===== config.mk =====
export PLATFORM = sky130hd
export DESIGN_NAME = touch_key_debounce
export DESIGN_NICKNAME = d
export VERILOG_FILES = /design/src/rtl/touch_key_debounce.sv
export SDC_FILE = /design/constraint.sdc
export NUM_CORES = 1
export LEC_CHECK = 0
export BUFFER_PORTS_ARGS = -buffer_cell sky130_fd_sc_hd__buf_4
export CAP_MARGIN = 20
export CORE_MARGIN = 2
export CORE_UTILIZATION = 45
export DETAILED_ROUTE_END_ITERATION = 7
export GPL_ROUTABILITY_DRIVEN = 0
export HOLD_SLACK_MARGIN = 0.03
export SLEW_MARGIN = 15
export SYNTH_ARGS = -nofsm -noshare
export SYNTH_HDL_FRONTEND = slang
export SYNTH_SLANG_ARGS = --single-unit

===== constraint.sdc =====
create_clock -name sys_clk -period 3.7 [get_ports sys_clk]
set_input_delay 0.185 -clock sys_clk [delete_from_list [all_inputs] [get_ports sys_clk]]
set_output_delay 0.185 -clock sys_clk [all_outputs]
set_load 0.01 [all_outputs]

===== src/rtl/touch_key_debounce.sv =====
// rtl/touch_key_debounce.sv - touch pad synchroniser and press/release debouncer
// Optional long-press pulse on long_flag when LONG_PRESS_EN is defined.
module touch_key_debounce #(
  parameter int unsigned CNT_MAX      = 999_999,
  parameter int unsigned LONG_CNT_MAX = 49_999_999,
  parameter logic        KEY_ACTIVE   = 1'b1
) (
  input  logic sys_clk,
  input  logic sys_rst_n,
  input  logic touch_key,
  output logic key_flag,
  output logic key_state,
  output logic long_flag
);

  localparam int CW = (CNT_MAX > 0) ? $clog2(CNT_MAX + 1) : 1;
  localparam logic [CW-1:0] CNT_TOP = CW'(CNT_MAX);

  typedef enum logic [1:0] {
    IDLE,
    PRESS_DB,
    PRESSED,
    RELEASE_DB
  } state_t;

  state_t        state;
  state_t        state_next;
  logic          sync1;
  logic          sync2;
  logic          key_act;
  logic [CW-1:0] cnt;
  logic [CW-1:0] cnt_next;
  logic          key_flag_next;
  logic          key_state_next;

  // Sync flops rest at the idle level so reset release never looks like a touch.
  always_ff @(posedge sys_clk or negedge sys_rst_n) begin
    if (!sys_rst_n) begin
      sync1 <= ~KEY_ACTIVE;
      sync2 <= ~KEY_ACTIVE;
    end else begin
      sync1 <= touch_key;
      sync2 <= sync1;
    end
  end

  assign key_act = (sync2 == KEY_ACTIVE);

  always_ff @(posedge sys_clk or negedge sys_rst_n) begin
    if (!sys_rst_n) begin
      state <= IDLE;
    end else begin
      state <= state_next;
    end
  end

  always_comb begin
    state_next     = state;
    cnt_next       = cnt;
    key_flag_next  = 1'b0;
    key_state_next = key_state;
    case (state)
      IDLE: begin
        cnt_next = '0;
        if (key_act) state_next = PRESS_DB;
      end
      PRESS_DB: begin
        if (!key_act) begin
          state_next = IDLE;
          cnt_next   = '0;
        end else if (cnt == CNT_TOP) begin
          state_next     = PRESSED;
          cnt_next       = '0;
          key_flag_next  = 1'b1;
          key_state_next = 1'b1;
        end else begin
          cnt_next = cnt + CW'(1);
        end
      end
      PRESSED: begin
        key_state_next = 1'b1;
        cnt_next       = '0;
        if (!key_act) state_next = RELEASE_DB;
      end
      RELEASE_DB: begin
        // A return to active resumes the press silently; no second key_flag.
        if (key_act) begin
          state_next = PRESSED;
          cnt_next   = '0;
        end else if (cnt == CNT_TOP) begin
          state_next     = IDLE;
          cnt_next       = '0;
          key_state_next = 1'b0;
        end else begin
          cnt_next = cnt + CW'(1);
        end
      end
      default: begin
        state_next     = IDLE;
        cnt_next       = '0;
        key_state_next = 1'b0;
      end
    endcase
  end

  always_ff @(posedge sys_clk or negedge sys_rst_n) begin
    if (!sys_rst_n) begin
      cnt       <= '0;
      key_flag  <= 1'b0;
      key_state <= 1'b0;
    end else begin
      cnt       <= cnt_next;
      key_flag  <= key_flag_next;
      key_state <= key_state_next;
    end
  end

`ifdef LONG_PRESS_EN
  localparam int LW = $clog2(LONG_CNT_MAX + 2);
  localparam logic [LW-1:0] LONG_TOP = LW'(LONG_CNT_MAX);
  localparam logic [LW-1:0] LONG_SAT = LW'(LONG_CNT_MAX + 1);

  logic [LW-1:0] long_cnt;

  // long_cnt parks at LONG_SAT after firing so a hold yields one long_flag.
  always_ff @(posedge sys_clk or negedge sys_rst_n) begin
    if (!sys_rst_n) begin
      long_cnt  <= '0;
      long_flag <= 1'b0;
    end else begin
      long_flag <= 1'b0;
      case (state)
        PRESSED: begin
          if (long_cnt == LONG_TOP) begin
            long_cnt  <= LONG_SAT;
            long_flag <= 1'b1;
          end else if (long_cnt < LONG_TOP) begin
            long_cnt <= long_cnt + LW'(1);
          end
        end
        RELEASE_DB: long_cnt <= long_cnt;
        default:    long_cnt <= '0;
      endcase
    end
  end
`else
  logic unused_long_cfg;
  assign unused_long_cfg = ^LONG_CNT_MAX;
  assign long_flag       = 1'b0;
`endif

endmodule

# == Yosys cells after proc, flatten, opt, wreduce, memory -nomap -nowiden ==
# Index checks and enable logic that the tools add are counted.
# word_totals
register_bits,26
in_bits,3
word_cells,43
# op_classes
addsub,1
eq_ne,12
n_mux,19
reduce_logical,5
# op_table
operator,n
$mux 20,3
$pmux 20 s3,1
$add 20x1->20 const B,1
$eq 20x20->1 const B,1
$mux 2,6
$ne 2x2->1 const B,6
$pmux 2 s4,1
$mux 1,7
$ne 3x3->1 const B,2
$reduce_and 5->1,1
$eq 2x2->1 const B,2
$reduce_and 4->1,1
$pmux 1 s3,1
$reduce_bool 3->1,1
$eq 2x1->1 const B,1
$logic_not 2->1,1
$reduce_or 2->1,1

# == Depth between registers and ports, before layout ==
# depth
ltp_word,4
mapped_depth,7
depth_no_buf,5

# == Worst setup path before layout ==
# No wires, ideal clock.
# synth_timing
kind,register -> register
startpoint,register cnt[0]
endpoint,register cnt[18]
setup_time_ps,73
arrival_time_ps,1895
required_ps,3627
path_slack_ps,1732
stages_incl_launch_ff,7
cell_sequence,dfrtp_1 -> ha_1 -> nand3_4 -> or4_1 -> buf_2 -> or4_4 -> a21oi_2
# synth_via
elab_chain_len,4
word_cells_on_any_way,6
cone_classes,add/sub (1); eq/ne (1); mux (4)
# synth_lines
element,line,text
start: declaration,31,logic [CW-1:0] cnt;
start signal: assignment,112,cnt <= cnt_next;
$add 20x1->20 or $eq 20x20->1 (tied branches),-,
$mux 20 (*),"71, 90",
"$mux 20, on equally long branches","87, 68",
$pmux 20 s3 (*),62,case (state)
named net cnt_next[18],32,logic [CW-1:0] cnt_next;
# The timed path passes the listed nets; every way through them passes the cells marked *.
# A chain may end at the register's enable or synchronous reset.

# == Final worst setup path ==
# layout_timing
startpoint,register cnt[10]
endpoint,register cnt[17]
# Same word-level chain as after synthesis.

==> flow_metrics.env <==
export IMPL_status="complete, no violations"
export IMPL_fillerInstances=258
export IMPL_die_area_um2=3240
export IMPL_cp_max_fo=19
export IMPL_maxCapViolations=0
export IMPL_yosys_area_top_type_share_pct=51.6
export IMPL_syn_cell_area_um2=1260
export IMPL_grt_pass1_wl_um=3800
export IMPL_grt_max_degree=27
export IMPL_synth_seq_cells=26
export IMPL_cts_tree="done"
export IMPL_netlist_top_cells_area="dfrtp_1 (52%), xnor2_1 (6.9%), nor2_1 (5.1%)"
export IMPL_yosysWarnings=0
export IMPL_viasPerCell=5.48
export IMPL_grt_total_usage_pct=15.0
export IMPL_avgSynthCellArea_um2=9.93
export IMPL_syn_nets=131
export IMPL_clock_sinks=26
export IMPL_wirelength_um=2120
export IMPL_clock_path_buffers=2
export IMPL_clk_latency_ps=330
export IMPL_die_h_um=56.9
export IMPL_yosys_area_top_type="dfrtp_1"
export IMPL_tns_ps=0
export IMPL_grt_overflow_total=0
export IMPL_clockRootBuffer="clkbuf_4"
export IMPL_p_sw_mw=0.100
export IMPL_die_w_um=56.9
export IMPL_switching_share_pct=20.0
export IMPL_final_cell_mix="dfrtp_1 (26), nor2_1 (17), xnor2_1 (10)"
export IMPL_pwr_share_clk_pct=39.1
export IMPL_final_cells=164
export IMPL_crit_type="register to register"
export IMPL_nets=138
export IMPL_rsz0062_at_grt="false"
export IMPL_rows=19
export IMPL_peakVddDrop_mv=0.247
export IMPL_start_util_pct=46.5
export IMPL_r2r_start="cnt[10]$_DFF_PN0_"
export IMPL_postRouteAntennaNets=0
export IMPL_grt_pass1_vias=866
export IMPL_vias=899
export IMPL_powerDensity_nw_per_um2=365
export IMPL_setup_violations=0
export IMPL_drtPass1Iterations=4
export IMPL_seq_area_um2=651
export IMPL_n_antenna_cell=0
export IMPL_fin_crit_sh_pct=60.3
export IMPL_core_um2=2710
export IMPL_multiInputGateArea_um2=553
export IMPL_syn_inst=127
export IMPL_antenna_found_initial=0
export IMPL_ys_seq_area_share_pct=51.6
export IMPL_first_iter_violations=26
export IMPL_cp_endpoint="cnt[17]$_DFF_PN0_"
export IMPL_crit_start="cnt[10]$_DFF_PN0_"
export IMPL_slew_violations=0
export IMPL_startpoint_type="register"
export IMPL_min_path_type="input pin to asynchronous set/reset pin"
export IMPL_finClkSkew_ps=7.49
export IMPL_fin_crit_ps=2230
export IMPL_drc=0
export IMPL_ios=6
export IMPL_timing_rr_end="cnt[17]$_DFF_PN0_"
export IMPL_clkTransAtPathRegs_ps=140
export IMPL_ctsResizeCount=0
export IMPL_final_common_cell="dfrtp_1"
export IMPL_synth_cell_types=35
export IMPL_crit_arrival_ps=2420
export IMPL_p_int_mw=0.401
export IMPL_fmax_mhz=448
export IMPL_reg2regPathDepth=4
export IMPL_wl_per_cell_um=13.0
export IMPL_required_ps=3890
export IMPL_htreeDepth=1
export IMPL_cts_hold_buf=2
export IMPL_dp_cells=158
export IMPL_cp_end_kind="register"
export IMPL_io_buffers=4
export IMPL_layout_drive_gt1_share_pct=10.5
export IMPL_area_growth_pct=9.03
export IMPL_hold_violations=0
export IMPL_rrSetupSlack_ps=1470
export IMPL_tightest_slew_ps=619
export IMPL_relSlewSlack_pct=58.8
export IMPL_p_leak_nw=0.530
export IMPL_cts_made_buffers=3
export IMPL_cts_setup_buffers=0
export IMPL_p_seq_share_pct=57.7
export IMPL_finalPower_mw=0.502
export IMPL_p_comb_share_pct=3.2
export IMPL_dpl_hpwl_um=1490
## critical path: stages, from the launching register on
cell and delay [ps]:
dfrtp_1 440, or4b_1 520, nor4_1 440, a21o_1 590, a21oi_1 100
## metrics by stage
step / setup WS, ps / cell area (um2) / hold WS, ps / utilization, %
global placement: 1540 / 1300 / 112 / 48.1
finish: 1470 / 1380 / 280 / 50.7
floorplan: 1730 / 1260 / -111 / -
global route: 1260 / 1380 / 286 / 50.7
CTS: 1430 / 1380 / 279 / 50.7
detailed placement: 1440 / 1300 / 114 / 48.1
## power by group through the flow
stage,sequential [mW],clock [mW],combinational (mW)
finish,0.289,0.196,0.0159
CTS,0.290,0.206,0.0168
floorplan,0.294,0,0.00825
detailed placement,0.295,0,0.0150
global placement,0.295,0,0.0147
global route,0.290,0.216,0.0187
## registers in the layout, indices dropped and copies added (netlist names), named ones only
| register | count |
|---|---|
| key_state | 1 |
| key_act | 1 |
| key_flag | 1 |
| state | 1 |
| cnt | 20 |
| sync1 | 1 |
## synthesized netlist by cell type
cell type  instances
xor2_1             2
or3_1              4
nor2b_1            1
dfrtp_1           26
inv_1              8
or4_4              2
nand2_1            7
or4b_1             1
nand3b_1           1
ha_1               1
nand4_1            3
o211ai_1           1
xnor2_1           10
a31oi_1            1
o21a_1             1
buf_4              3
a21oi_2            1
conb_1             1
nand3_1            4
nor4_1             4
and2_1             1
nand3_4            1
buf_2              1
o21ai_0            6
or2_2              1
a21o_1             1
nor3_1             2
and3_1             1
a21oi_1            6
a31o_2             1
nand4b_1           1
a21boi_0           1
or4_1              3
nor2_1            17
o31ai_1            2
## kinds of logic (layout without fill, tap and decap cells)
group / Yosys count / count (layout) / share of synthesized area [%]
and+or+nand+nor: 54 / 54 / 24.0
buffers and inverters: 12 / 18 / 4.56
adders and majority gates: 1 / 1 / 0.992
DFF: 26 / 26 / 51.6
other: 1 / 1 / 0.297
AOI/OAI and AO/OA: 21 / 21 / 10.2
xor gates and xnor gates: 12 / 12 / 8.33
## how the worst min path moves through the flow
stage / to / slack [ps] / depth (start not counted)
2_1_floorplan: asynchronous set/reset pin / -110 / 0
3_3_place_gp: cnt[18]$_DFF_PN0_ / 110 / 1
3_5_place_dp: cnt[18]$_DFF_PN0_ / 110 / 1
4_1_cts: cnt[0]$_DFF_PN0_ / 280 / 2
5_1_grt: cnt[18]$_DFF_PN0_ / 290 / 2
6_report: key_state$_DFFE_PN0P_ / 280 / 2
## per-layer routing
metal	vias to the layer above	part of all wire [%]	GRT usage (%)	wire length (um)
li1	452	-	-	-
met1	429	51	20.3	1090
met2	13	44	24.0	941
met3	5	2.4	2.04	50
met4	0	1.9	6.98	40
met5	-	0	0	0
## layout make-up
| class | count | area share [%] |
|---|---|---|
| Clock buffer | 3 | 1.64 |
| Clock inverter | 1 | 2.18 |
| Inverter | 8 | 2.18 |
| Multi-Input combinational cell | 89 | 40.2 |
| Sequential cell | 26 | 47.3 |
| Tap cell | 31 | 2.82 |
| Timing Repair Buffer | 6 | 3.64 |
No activity file was read; power rests on OpenSTA's default activity.
